## src/rtl/arbitro_rr_mux4_if.sv

```systemverilog
// Bus bundle for the four-requester round-robin mux: requester words and requests in,
// grant/ack/select and the registered output word with its valid/ready handshake out.
interface arbitro_rr_mux4_if #(
    parameter int ANCHO = 8
);
    logic [3:0]       req;
    logic [ANCHO-1:0] D0;
    logic [ANCHO-1:0] D1;
    logic [ANCHO-1:0] D2;
    logic [ANCHO-1:0] D3;
    logic             q_ready;
    logic [3:0]       gnt;
    logic [3:0]       ack;
    logic [1:0]       sel;
    logic [ANCHO-1:0] Q;
    logic             q_valid;

    modport master (
        output req, D0, D1, D2, D3, q_ready,
        input  gnt, ack, sel, Q, q_valid
    );

    modport slave (
        input  req, D0, D1, D2, D3, q_ready,
        output gnt, ack, sel, Q, q_valid
    );
endinterface

```

## src/rtl/arbitro_rr_mux4.sv

```systemverilog
// Round-robin arbiter sharing one 4:1 mux among four requesters, with bounded bursts
// of MAX_RAFAGA beats and a single-entry registered output stage.
module arbitro_rr_mux4 #(
    parameter int ANCHO      = 8,
    parameter int MAX_RAFAGA = 4
) (
    input  logic                clk,
    input  logic                rst_n,
    arbitro_rr_mux4_if.slave    bus
);

    localparam logic [3:0] LAST_BEAT = 4'(MAX_RAFAGA - 1);

    typedef enum logic {
        IDLE  = 1'b0,
        GRANT = 1'b1
    } state_t;

    state_t           r_state;
    state_t           w_state_nxt;
    logic [1:0]       r_ptr;
    logic [1:0]       r_sel;
    logic [3:0]       r_cnt;
    logic [3:0]       r_gnt;
    logic [ANCHO-1:0] r_q;
    logic             r_q_valid;

    logic             w_stage_free;
    logic             w_accept;
    logic             w_release;
    logic [1:0]       w_pick;
    logic [3:0]       w_ack;
    logic [ANCHO-1:0] w_data;

    function automatic logic [3:0] onehot(input logic [1:0] idx);
        onehot = 4'b0001 << idx;
    endfunction

    // First requester found scanning circularly upward from the priority pointer.
    function automatic logic [1:0] rr_pick(input logic [3:0] req, input logic [1:0] ptr);
        logic [1:0] idx;
        logic       found;
        rr_pick = ptr;
        found   = 1'b0;
        for (int k = 0; k < 4; k++) begin
            idx = ptr + 2'(k);
            if (!found && req[idx]) begin
                rr_pick = idx;
                found   = 1'b1;
            end
        end
    endfunction

    assign w_pick       = rr_pick(bus.req, r_ptr);
    assign w_stage_free = !r_q_valid || bus.q_ready;
    assign w_accept     = (r_state == GRANT) && bus.req[r_sel] && w_stage_free;
    assign w_release    = (r_state == GRANT) &&
                          (!bus.req[r_sel] || (w_accept && (r_cnt == LAST_BEAT)));

    // Owner data mux driven by the registered select.
    always_comb begin
        w_data = bus.D0;
        case (r_sel)
            2'd0:    w_data = bus.D0;
            2'd1:    w_data = bus.D1;
            2'd2:    w_data = bus.D2;
            2'd3:    w_data = bus.D3;
            default: w_data = bus.D0;
        endcase
    end

    // State register.
    always_ff @(posedge clk or negedge rst_n) begin
        if (!rst_n) begin
            r_state <= IDLE;
        end else begin
            r_state <= w_state_nxt;
        end
    end

    // Next-state logic.
    always_comb begin
        w_state_nxt = r_state;
        case (r_state)
            IDLE: begin
                if (|bus.req) begin
                    w_state_nxt = GRANT;
                end else begin
                    w_state_nxt = IDLE;
                end
            end
            GRANT: begin
                if (w_release) begin
                    w_state_nxt = IDLE;
                end else begin
                    w_state_nxt = GRANT;
                end
            end
            default: w_state_nxt = IDLE;
        endcase
    end

    // Per-beat acknowledge; only ever raised toward the current owner.
    always_comb begin
        w_ack = 4'b0000;
        if (w_accept) begin
            w_ack = onehot(r_sel);
        end else begin
            w_ack = 4'b0000;
        end
    end

    // Grant, select, burst counter and priority pointer; sel deliberately holds on release.
    always_ff @(posedge clk or negedge rst_n) begin
        if (!rst_n) begin
            r_gnt <= 4'b0000;
            r_sel <= 2'd0;
            r_cnt <= 4'd0;
            r_ptr <= 2'd0;
        end else begin
            case (r_state)
                IDLE: begin
                    if (|bus.req) begin
                        r_sel <= w_pick;
                        r_gnt <= onehot(w_pick);
                        r_cnt <= 4'd0;
                    end
                end
                GRANT: begin
                    if (w_release) begin
                        r_gnt <= 4'b0000;
                        r_ptr <= r_sel + 2'd1;
                        r_cnt <= 4'd0;
                    end else if (w_accept) begin
                        r_cnt <= r_cnt + 4'd1;
                    end
                end
                default: begin
                    r_gnt <= 4'b0000;
                    r_cnt <= 4'd0;
                end
            endcase
        end
    end

    // Output stage: refill on accept, otherwise drain when the consumer takes the word.
    always_ff @(posedge clk or negedge rst_n) begin
        if (!rst_n) begin
            r_q       <= '0;
            r_q_valid <= 1'b0;
        end else if (w_accept) begin
            r_q       <= w_data;
            r_q_valid <= 1'b1;
        end else if (r_q_valid && bus.q_ready) begin
            r_q_valid <= 1'b0;
        end
    end

    assign bus.gnt     = r_gnt;
    assign bus.ack     = w_ack;
    assign bus.sel     = r_sel;
    assign bus.Q       = r_q;
    assign bus.q_valid = r_q_valid;

endmodule

```

## src/flat_wrapper.sv

```systemverilog
// flat-port wrapper written by rule: the top's interface ports become plain ports
module arbitro_rr_mux4_flat 
#(
    parameter int ANCHO      = 8,
    parameter int MAX_RAFAGA = 4
)
  (clk, rst_n, bus_req, bus_D0, bus_D1, bus_D2, bus_D3, bus_q_ready, bus_gnt, bus_ack, bus_sel, bus_Q, bus_q_valid);
  arbitro_rr_mux4_if #(.ANCHO(ANCHO)) bus_i ();
  input  logic clk;
  input  logic rst_n;
  input wire logic [$bits(bus_i.req)-1:0] bus_req;
  input wire logic [$bits(bus_i.D0)-1:0] bus_D0;
  input wire logic [$bits(bus_i.D1)-1:0] bus_D1;
  input wire logic [$bits(bus_i.D2)-1:0] bus_D2;
  input wire logic [$bits(bus_i.D3)-1:0] bus_D3;
  input wire logic [$bits(bus_i.q_ready)-1:0] bus_q_ready;
  output wire logic [$bits(bus_i.gnt)-1:0] bus_gnt;
  output wire logic [$bits(bus_i.ack)-1:0] bus_ack;
  output wire logic [$bits(bus_i.sel)-1:0] bus_sel;
  output wire logic [$bits(bus_i.Q)-1:0] bus_Q;
  output wire logic [$bits(bus_i.q_valid)-1:0] bus_q_valid;
  assign bus_i.req = bus_req;
  assign bus_i.D0 = bus_D0;
  assign bus_i.D1 = bus_D1;
  assign bus_i.D2 = bus_D2;
  assign bus_i.D3 = bus_D3;
  assign bus_i.q_ready = bus_q_ready;
  assign bus_gnt = bus_i.gnt;
  assign bus_ack = bus_i.ack;
  assign bus_sel = bus_i.sel;
  assign bus_Q = bus_i.Q;
  assign bus_q_valid = bus_i.q_valid;
  arbitro_rr_mux4 #(.ANCHO(ANCHO), .MAX_RAFAGA(MAX_RAFAGA)) u_core (.clk(clk), .rst_n(rst_n), .bus(bus_i));
endmodule
```

## config.mk

```make
export PLATFORM = sky130hd
export DESIGN_NAME = arbitro_rr_mux4_flat
export DESIGN_NICKNAME = d
export VERILOG_FILES = /design/src/rtl/arbitro_rr_mux4_if.sv /design/src/rtl/arbitro_rr_mux4.sv /design/src/flat_wrapper.sv
export SDC_FILE = /design/constraint.sdc
export NUM_CORES = 1
export LEC_CHECK = 0
export ABC_CLOCK_PERIOD_IN_PS = 2200
export CAP_MARGIN = 0
export CORE_MARGIN = 2
export CORE_UTILIZATION = 42
export CTS_CLUSTER_DIAMETER = 40
export CTS_CLUSTER_SIZE = 14
export DETAILED_ROUTE_END_ITERATION = 16
export PLACE_DENSITY = 0.8
export SLEW_MARGIN = 20
export SYNTH_ARGS = -nofsm -noshare
export SYNTH_HDL_FRONTEND = slang
export SYNTH_SLANG_ARGS = --single-unit
export TNS_END_PERCENT = 30
```

## constraint.sdc

```tcl
create_clock -name clk -period 2.2 [get_ports clk]
set_clock_uncertainty 0.15 [all_clocks]
set_input_delay 0.44 -clock clk [delete_from_list [all_inputs] [get_ports clk]]
set_output_delay 0.44 -clock clk [all_outputs]
set_load 0.005 [all_outputs]
```

## After elaboration in Yosys (flattened, before gate mapping)

Index checks and enable logic that the tools add are counted.
Widths: inputs -> output; s select.

| word-level totals | value |
|---|---|
| word-level logic and storage cells | 79 |
| output and inout bits | 19 |
| input port bits | 39 |
| flip-flop bits (word level) | 22 |

| operators by class | value |
|---|---|
| equal/unequal tests | 7 |
| shifts and indexed selects | 2 |
| bitwise operators | 1 |
| order comparisons | 5 |
| add/subtract/negate cells | 5 |
| reductions and logical operators | 22 |
| muxes and demuxes | 30 |

Operators with widths:

| operator | count |
|---|---|
| $pmux 8 s4 | 1 |
| $mux 4 | 6 |
| $pmux 4 s2 | 2 |
| $lt 2x3->1 const B | 5 |
| $mux 1 | 12 |
| $bmux 1 s2 | 5 |
| $logic_and 1x1->1 | 8 |
| $reduce_and 2->1 | 4 |
| $shl 1x2->4 const A | 2 |
| $mux 2 | 3 |
| $logic_not 1->1 | 5 |
| $add 2x1->2 const B | 2 |
| $add 2x2->2 const B | 2 |
| $add 4x1->4 const B | 1 |
| $eq 2x2->1 const B | 2 |
| $eq 4x2->1 const B | 1 |
| $reduce_or 4->1 | 1 |
| $ne 3x3->1 const B | 1 |
| $eq 2x1->1 const B | 1 |
| $logic_not 2->1 | 1 |
| $logic_or 1x1->1 | 2 |
| $ne 2x1->1 const B | 1 |
| $ne 2x2->1 const B | 1 |
| $pmux 1 s2 | 1 |
| 2 further kinds | 2 |

## Logic depth before layout (Yosys ltp)

Gate-level depths: netlist of the first run.

| depth | value |
|---|---|
| word-level depth | 15 |
| mapped depth | 6 |
| mapped depth without buffers | 5 |

## Worst setup path before layout of the first run

OpenSTA, ideal clock, no wires.

| timing | value |
|---|---|
| kind | register to register |
| start point | register u_core.r_sel[1], in the netlist u_core.bus.sel[1] |
| end point | register u_core.r_q[0], in the netlist u_core.bus.Q[0] |
| cell stages (with the launch flop) | 7 |
| buffers on the path | 1 |
| path slack | 394 ps |
| library setup time | 125 ps |
| arrival time | 1531 ps |
| clock period less this slack | 1806 ps |
| data required time | 1925 ps |
| cells stage by stage | dfrtp_1 > inv_1 > ha_1 > clkbuf_1 > a222oi_1 > o21ai_0 > mux2_2 |

| between the ends | value |
|---|---|
| word-level cells in the longest chain between the ends | 4 |
| elaborated cells between the ends (all ways) | 9 |
| classes of those cells | eq/ne: 3; mux: 3; reduce/logical: 3 |

RTL lines:

| element | RTL line | text |
|---|---|---|
| start, declared | arbitro_rr_mux4.sv:22 | `logic [1:0] r_sel;` |
| start signal, assigned | arbitro_rr_mux4.sv:124 | `r_sel <= w_pick;` |
| $bmux 1 s2 | arbitro_rr_mux4.sv:56 | `assign w_accept = (r_state == GRANT) && bus.req[r_sel] && w_stage_free;` |
| $mux 1 (implied by the code) | arbitro_rr_mux4.sv:56 |  |
| $logic_and 1x1->1 (2 in series) | arbitro_rr_mux4.sv:56 |  |
| end signal, assigned | arbitro_rr_mux4.sv:152 | `r_q <= w_data;` |
| end, declared | arbitro_rr_mux4.sv:25 | `logic [ANCHO-1:0] r_q;` |

Several ways; a longest one is shown, not always the timed one. The select of a mux whose other input is x is not followed.
A chain may end at the register's enable or synchronous reset.

## Worst setup path in the final report of the first run

| timing | value |
|---|---|
| start point | register u_core.r_sel[0], in the netlist u_core.bus.sel[0] |
| end point | output bus_ack[0] |

| between the ends | value |
|---|---|
| word-level cells in the longest chain between the ends | 5 |
| elaborated cells between the ends (all ways) | 6 |
| classes of those cells | shift: 1; mux: 3; reduce/logical: 2 |

RTL lines:

| element | RTL line | text |
|---|---|---|
| $bmux 1 s2 | arbitro_rr_mux4.sv:56 |  |
| $mux 1 (implied by the code) | arbitro_rr_mux4.sv:56 |  |
| $logic_and 1x1->1 (2 in series) | arbitro_rr_mux4.sv:56 |  |
| $mux 4 * | arbitro_rr_mux4.sv:106 | `if (w_accept) begin` |
| end, declared | flat_wrapper.sv:18 | `output wire logic [$bits(bus_i.ack)-1:0] bus_ack;` |

Mark *: on every way between the ends. The rest lies on a longest branch, timed or not. The select of a mux whose other input is x is not followed.

==> results.txt, run 1 <==
----------------------------------------------------
[Status]
  Outcome ... finished with violations
  Violated checks ... negative setup slack

[Final layout]
  Antenna Cells ... 0
  Final-stage net count ... between 200 and 300
  Leading cell type in the layout, fill and taps excluded ... sky130_fd_sc_hd__clkdlybuf4s50_1
  Post-route core utilization ... 0.724
  Area added between synthesis and finish ... 64.5%
  Design Area, Final ... roughly 2200 um^2
  Commonest cells after routing, fill and taps aside ... sky130_fd_sc_hd__clkdlybuf4s50_1, sky130_fd_sc_hd__dfrtp_1, sky130_fd_sc_hd__buf_4
  Ratio of cells with drive above 1 in the final layout ... 0.252

[Setup path]
  Biggest fanout along the worst timing path ... 4
  Depth of the worst register-to-register path ... 7
  Critical path launch point type ... register
  Flop-to-flop setup slack ... 90 ps
  Worst reg2reg startpoint ... u_core.bus.sel[0]
  Arrival time worst endpoint ... around 1600 ps
  Critical path class ... register to output pin
  RR Endpoint ... u_core.bus.Q[2]
  Critical path endpoint ... bus_ack[0]
  Setup crit start ... u_core.bus.sel[0]
  CP Data Required Time ... approximately 1600 ps
  Element type at the critical path end ... output pin

[Yosys]
  Number of cells produced by synthesis ... around 140
  Main combinational cell family by area after synthesis ... compound AO/OA/AOI/OAI gates
  Net count of the mapped netlist ... 180
  Post-synthesis share of cell area spent on full adders, half adders and majority gates ... 0.0559
  Cell area after synthesis ... about 1300 um^2
  YS warnings ... 0
  Synthesized area divided by synthesized cell count ... between 9 and 10 um^2
  Seq cells post-synth ... 22
  Area fraction in compound gates after synthesis ... 0.233
  Xor/xnor share of the synthesized area ... 0
  Number of distinct standard cells referenced by the synthesized netlist ... 37
  Simple-gate share of the synthesized area ... 0.172
  Sequential-to-total area share from yosys stat ... 0.410
  Post-synthesis mux area share ... 0.0987

[Power]
  Total leakage power ... between 0.9 and 1 nW
  Worst IR drop on VDD ... 0.587 mV
  Pwr Density ... approximately 1200 nW/um^2

[Routing]
  Starting DRC count in detailed routing ... 68
  Total wire length after detailed routing ... 3860 um
  Pre-antenna DRT Iters ... 5
  Wire per inst ... 15.0 um
  Per-cell via count in the routed design ... 5.42
  Via count of the routed design ... ~1,400
  Number of remaining DRC errors ... 0
  Post-route antenna net violation count ... 0

[Floorplan]
  Horizontal die dimension ... 60.6 um
  IO Pins ... 58
  Core area ... 3050 um^2
  Initial core utilization ... 0.440
  Die outline area ... between 3000 and 4000 um^2
  Die height ... around 60 um
  Site row count ... 20

[STA]
  Setup ws final ... -22.3 ps
  Count of final max-slew check failures ... 0
  Worst max-slew margin expressed relative to the limit ... 0.684
  Max frequency ... roughly 450 MHz
  Final Hold Viols ... 0
  Setup Viol. Count Final ... 3
  Time the final worst path needs with I/O delays and setup ... 2220 ps
  Final clock period utilization by the worst path ... 1.01
  Unrepaired setup endpoints after global routing ... true
  Actual slew at the worst max-slew pin ... around 470 ps

[Global routing]
  Antenna violations before repair ... 0
  Overall track demand over capacity in global routing ... 0.215
  Pin count of the biggest net entering global routing ... 23
  Global-route congestion overflow total ... 0
  Number of global-route vias before repair ... approximately 1,500
  First-pass GRT wire length ... 6140 um

[Place]
  Final estimated routing congestion in global placement ... 0.824
  Placement-stage cell area ... roughly 2100 um^2
  Post-DP HPWL ... 2980 um
  Worst setup slack after placement ... -400 ps
  Number of I/O port buffers ... 57

[Hold path]
  Hold/Removal Path Class ... input pin to async pin

[Clocking]
  Clock tree from TritonCTS ... done
  Clock-pin slew of the registers on the worst-case setup and hold paths ... ~120 ps
  Hold-fix buffers, CTS ... 0
  Maximum buffer depth of the clock tree ... 2
  Clk root buf ... sky130_fd_sc_hd__clkbuf_4
  Total clock buffers created by CTS ... 3
  Skew-Pair Late Insertion Delay ... approximately 300 ps
  H-tree depth reported by CTS ... 1
  Clk sink count ... 22

[Job]
  Max Cap Violations ... 0

----------------------------------------------------
-- report_power, final --
part / leakage, nW / internal (W) / switching [W]
Sequential: 0.279 / 0.000582 / 0.000144
Clock: 0.0279 / 0.000184 / 0.000120
Combinational: 0.635 / 0.000891 / 0.000690
-- area by class of cell --
type                    instances  area, um^2
repair buffers                 79         731
multi-input cells             102         795
well taps                      44        55.1
inverters                       7        26.3
clock inverters                 1        30.0
fillers                       228         842
clock buffers                   3        22.5
flip-flops and latches         22         552
-- through the flow --
| step | hold WS [ps] | cells | setup TNS, ps | power, W |
|---|---|---|---|---|
| after detailed placement | 343 | 250 | -2970 | 0.00216 |
| after global placement | 338 | 250 | -2100 | 0.00209 |
| final | 323 | 258 | -48.1 | 0.00261 |
| after floorplan | -5.59 | 135 | 0 | 0.00146 |
| after global routing | 337 | 258 | -313 | 0.00280 |
| after CTS | 327 | 258 | -76.9 | 0.00252 |
-- cells by family after synthesis --
group	Yosys count
compound gates	42
simple gates	42
flops	22
buf+inv	11
mux	12
fa+ha+maj	6
-- flip-flops by register name, summed over array words and instances, names as in the netlist --
register            flops
u_core.bus.Q            8
u_core.bus.gnt          4
u_core.bus.q_valid      1
u_core.bus.sel          2
u_core.r_cnt            4
u_core.r_ptr            2
u_core.r_state          1
-- layer usage --
| layer | track usage | part of all wire | up-vias |
|---|---|---|---|
| met4 | 0.0404 | 0 | 0 |
| li1 | - | - | 679 |
| met2 | 0.410 | 0.48 | 62 |
| met1 | 0.250 | 0.43 | 657 |
| met3 | 0.0426 | 0.096 | 0 |
| met5 | 0 | 0 | - |
-- timing repair --
item | in CTS | in global routing
gates resized for setup | 16 | 20
endpoints found under the setup margin | 4 | 5
buffers inserted | 4 | 0
pin swaps | 5 | 7
-- critical path, cell delays in order, from the launching register on --
cell	delay [ps]
sky130_fd_sc_hd__dfrtp_2	480
sky130_fd_sc_hd__mux2i_4	220
sky130_fd_sc_hd__o22ai_4	240
sky130_fd_sc_hd__buf_6	130
sky130_fd_sc_hd__and3_1	130
sky130_fd_sc_hd__buf_2	120
-- worst min path at each step --
| stage | start | endpoint | slack [ps] | cells after the start |
|---|---|---|---|---|
| 2_1_floorplan | rst_n | u_core.bus.Q[0] | -6 | 0 |
| 3_3_place_gp | u_core.bus.Q[3] | u_core.bus.Q[3] | 340 | 1 |
| 3_5_place_dp | u_core.bus.Q[0] | u_core.bus.Q[0] | 340 | 1 |
| 4_1_cts | rst_n | u_core.bus.Q[4] | 330 | 2 |
| 5_1_grt | rst_n | u_core.bus.Q[3] | 340 | 2 |
| 6_report | rst_n | u_core.bus.Q[4] | 320 | 2 |
-- synthesized netlist by cell type --
master / n / area (um^2)
sky130_fd_sc_hd__a21oi_1: 3 / 15.0
sky130_fd_sc_hd__a222oi_1: 8 / 80.1
sky130_fd_sc_hd__a2bb2oi_1: 1 / 8.76
sky130_fd_sc_hd__a31o_2: 1 / 8.76
sky130_fd_sc_hd__and2_1: 1 / 6.26
sky130_fd_sc_hd__and3_1: 4 / 25.0
sky130_fd_sc_hd__and3b_1: 1 / 8.76
sky130_fd_sc_hd__clkbuf_1: 4 / 15.0
sky130_fd_sc_hd__dfrtp_1: 22 / 551
sky130_fd_sc_hd__ha_1: 6 / 75.1
sky130_fd_sc_hd__inv_1: 7 / 26.3
sky130_fd_sc_hd__mux2_2: 10 / 113
sky130_fd_sc_hd__mux2i_1: 2 / 20.0
sky130_fd_sc_hd__nand2_1: 16 / 60.1
sky130_fd_sc_hd__nand2_2: 1 / 6.26
sky130_fd_sc_hd__nand2b_1: 3 / 18.8
sky130_fd_sc_hd__nand2b_2: 1 / 8.76
sky130_fd_sc_hd__nand3_1: 3 / 15.0
sky130_fd_sc_hd__nand3b_1: 1 / 7.51
sky130_fd_sc_hd__nand4b_1: 1 / 8.76
sky130_fd_sc_hd__nor2_1: 1 / 3.75
sky130_fd_sc_hd__nor2_2: 1 / 6.26
sky130_fd_sc_hd__nor2b_1: 4 / 25.0
sky130_fd_sc_hd__nor3_1: 1 / 5.00
sky130_fd_sc_hd__o2111ai_1: 1 / 8.76
sky130_fd_sc_hd__o211a_1: 1 / 10.0
sky130_fd_sc_hd__o21ai_0: 16 / 80.1
sky130_fd_sc_hd__o22ai_1: 2 / 12.5
sky130_fd_sc_hd__o22ai_2: 1 / 12.5
sky130_fd_sc_hd__o31ai_1: 3 / 22.5
sky130_fd_sc_hd__o32ai_1: 2 / 17.5
sky130_fd_sc_hd__o32ai_2: 1 / 16.3
sky130_fd_sc_hd__o41a_1: 1 / 11.3
sky130_fd_sc_hd__o41ai_1: 1 / 8.76
sky130_fd_sc_hd__or3_2: 1 / 7.51
sky130_fd_sc_hd__or4_1: 1 / 7.51
sky130_fd_sc_hd__or4_4: 1 / 11.3
Note: power is estimated with default switching activity, not from simulation.
==> inputs of run 2 (changes only) <==
--- a/config.mk
+++ b/config.mk
@@ -12,7 +12,7 @@
 export CTS_CLUSTER_DIAMETER = 40
 export CTS_CLUSTER_SIZE = 14
 export DETAILED_ROUTE_END_ITERATION = 16
-export PLACE_DENSITY = 0.8
+export PLACE_DENSITY = 0.85
 export SLEW_MARGIN = 20
 export SYNTH_ARGS = -nofsm -noshare
 export SYNTH_HDL_FRONTEND = slang
==> run 2 against run 1 <==
Effect of this change:
- the flow now finishes without violations
- critical endpoint is now bus_ack[2]
- critical path depth unchanged
- combinational power decreased by 7%
- highest routed layer is now met4
- sequential share of layout area increased by 0.82 points
==> results.txt, run 2 (same netlist as run 1, synthesis figures left out) <==
----------------------------------------------------
[Status]
  Outcome ... completed

[Floorplan]
  IO Pins ... 58 (unchanged)
  Die height ... 60.6 um (unchanged)
  Die outline area ... 3670 um^2 (unchanged)
  Core area ... 3050 um^2 (unchanged)
  Initial core utilization ... 0.440 (unchanged)
  Site row count ... 20 (unchanged)
  Horizontal die dimension ... 60.6 um (unchanged)

[STA]
  Time the final worst path needs with I/O delays and setup ... 2170 ps (-49.1 ps)
  Final Hold Viols ... 0 (unchanged)
  Setup Viol. Count Final ... 0 (-3)
  Actual slew at the worst max-slew pin ... 461 ps (-13.0 ps)
  Max frequency ... 460 MHz (+2.3%)
  Count of final max-slew check failures ... 0 (unchanged)
  Unrepaired setup endpoints after global routing ... true
  Worst hold slack ... 320 ps (-3.47 ps)
  Final clock period utilization by the worst path ... 0.988 (-0.0223)
  Worst max-slew margin expressed relative to the limit ... 0.693 (+0.00866)

[Power]
  Switching share of power ... 0.372 (+0.00603)
  Worst IR drop on VDD ... 0.642 mV (+9.4%)
  Logic pwr share ... 0.610 (+0.004)
  Internal power ... 0.00152 W (-8.5%)
  Share of total power in sequential cells ... 0.299 (+0.021)
  Sw power ... 0.000897 W (-6.1%)
  Total leakage power ... 0.928 nW (-1.5%)
  Pwr Density ... 1130 nW/um^2 (-4.6%)
  Clk pwr share ... 0.091 (-0.026)

[Routing]
  Number of remaining DRC errors ... 0 (unchanged)
  Total wire length after detailed routing ... 3720 um (-3.7%)
  Starting DRC count in detailed routing ... 76 (+12%)
  Pre-antenna DRT Iters ... 4 (-1)
  Wire per inst ... 14.5 um (-3.3%)
  Per-cell via count in the routed design ... 5.55 (+2.4%)
  Post-route antenna net violation count ... 0 (unchanged)
  Via count of the routed design ... 1,426 (+2.0%)

[Clocking]
  Clock-pin slew of the registers on the worst-case setup and hold paths ... 120 ps (about the same)
  Hold-fix buffers, CTS ... 0 (unchanged)
  Total clock buffers created by CTS ... 3 (unchanged)
  Maximum buffer depth of the clock tree ... 2 (unchanged)
  Clk sink count ... 22 (unchanged)
  Clk root buf ... sky130_fd_sc_hd__clkbuf_4
  Skew-Pair Late Insertion Delay ... 300 ps (about the same)
  H-tree depth reported by CTS ... 1 (unchanged)
  Clock tree from TritonCTS ... done

[Place]
  Post-DP HPWL ... 2980 um (about the same)
  Final estimated routing congestion in global placement ... 0.770 (-6.5%)
  Number of I/O port buffers ... 57 (unchanged)
  Number of placed instances, taps included ... 251 (+0.40%)
  Placement-stage cell area ... 2100 um^2 (+0.36%)

[Setup path]
  Depth of the worst register-to-register path ... 7 (unchanged)
  Arrival time worst endpoint ... 1580 ps (-50 ps)
  Biggest fanout along the worst timing path ... 4 (unchanged)
  Flop-to-flop setup slack ... 170 ps (+80 ps)
  Worst reg2reg startpoint ... u_core.bus.sel[0]
  CP Data Required Time ... 1610 ps (about the same)
  Critical path endpoint ... bus_ack[2]
  Element type at the critical path end ... output pin
  Setup crit start ... u_core.bus.sel[0]
  Critical path launch point type ... register
  RR Endpoint ... u_core.bus.Q[2]
  Critical path class ... register to output pin

[Global routing]
  First-pass GRT wire length ... 5780 um (-6.0%)
  Pin count of the biggest net entering global routing ... 23 (unchanged)
  Antenna violations before repair ... 0 (unchanged)
  Number of global-route vias before repair ... 1,425 (-3.0%)
  Overall track demand over capacity in global routing ... 0.204 (-0.0108)
  Global-route congestion overflow total ... 0 (unchanged)

[Final layout]
  Post-route core utilization ... 0.701 (-0.0230)
  Final Instance Count excl. Fillers ... 257 (-0.39%)
  Area added between synthesis and finish ... 59.3%
  Antenna Cells ... 0 (unchanged)
  Ratio of cells with drive above 1 in the final layout ... 0.235 (-0.0176)
  Leading cell type in the layout, fill and taps excluded ... sky130_fd_sc_hd__clkdlybuf4s50_1
  Design Area, Final ... 2140 um^2 (-3.2%)
  Final-stage net count ... 259 (-0.38%)
  Number of flip-flops under the largest register name ... 8 (unchanged)
  Commonest cells after routing, fill and taps aside ... sky130_fd_sc_hd__clkdlybuf4s50_1, sky130_fd_sc_hd__buf_4, sky130_fd_sc_hd__dfrtp_1

[Job]
  Max Cap Violations ... 0 (unchanged)

[Hold path]
  Hold/Removal Path Class ... input pin to async pin

----------------------------------------------------
run 2: changes by cell type in the layout (fill, tap and decap cells not counted), moves of 2 or more:
cell | before | now
sky130_fd_sc_hd__mux2i_2 | 0 | 2
sky130_fd_sc_hd__o21ai_1 | 6 | 0
sky130_fd_sc_hd__buf_6 | 4 | 0
sky130_fd_sc_hd__and3_1 | 2 | 4
sky130_fd_sc_hd__and3_4 | 2 | 0
sky130_fd_sc_hd__o21ai_0 | 10 | 16
sky130_fd_sc_hd__mux2i_4 | 2 | 0
run 2: routing by layer:
layer  up-vias  share of wire  track usage
met2        62           0.48        0.386
li1        677              -            -
met1       683           0.41        0.221
met4         0          0.010       0.0714
met5         -              0            0
met3         4           0.10       0.0490
run 2: power groups by stage:
| stage | clock network, W | logic, W | registers (W) |
|---|---|---|---|
| 6_report | 0.000219 | 0.00147 | 0.000722 |
| 5_1_grt | 0.000247 | 0.00162 | 0.000744 |
| 4_1_cts | 0.000227 | 0.00148 | 0.000720 |
| 2_1_floorplan | 0 | 0.000739 | 0.000723 |
| 3_3_place_gp | 0 | 0.00140 | 0.000711 |
| 3_5_place_dp | 0 | 0.00145 | 0.000724 |
run 2: worst min-delay path by stage:
stage / startpoint / endpoint / slack, ps / cells past startpoint
2_1_floorplan: rst_n / u_core.bus.Q[0] / -6 / 0
3_3_place_gp: u_core.bus.Q[4] / u_core.bus.Q[4] / 340 / 1
3_5_place_dp: u_core.bus.Q[0] / u_core.bus.Q[0] / 350 / 1
4_1_cts: rst_n / u_core.bus.gnt[0] / 320 / 2
5_1_grt: rst_n / u_core.bus.gnt[3] / 350 / 2
6_report: rst_n / u_core.bus.gnt[0] / 320 / 2
run 2: worst max-delay path, stage by stage (launching register included):
cell and delay (ps):
sky130_fd_sc_hd__dfrtp_2 460, sky130_fd_sc_hd__mux2i_2 180, sky130_fd_sc_hd__o22ai_2 240, sky130_fd_sc_hd__buf_4 160
sky130_fd_sc_hd__and3_1 130, sky130_fd_sc_hd__buf_2 110
run 2: cell type report:
| class | count | area, um^2 |
|---|---|---|
| Clock buffer | 4 | 36.3 |
| Fill cell | 247 | 912 |
| Inverter | 7 | 26.3 |
| Multi-Input combinational cell | 102 | 763 |
| Sequential cell | 22 | 552 |
| Tap cell | 44 | 55.1 |
| Timing Repair Buffer | 78 | 708 |
run 2: stage by stage:
stage          setup slack (ps)  total power (W)  TNS [ps]
6_report                   26.8          0.00241         0
5_1_grt                   -79.1          0.00261      -153
4_1_cts                    11.1          0.00243         0
3_5_place_dp               -466          0.00218     -3550
3_3_place_gp               -421          0.00211     -2090
2_1_floorplan               394          0.00146         0
run 2: timing repair:
item | CTS | global route
resized for setup | 15 | 5
buffers inserted | 2 | 0
endpoints found under the setup margin | 4 | 8
pin swaps | 5 | 3
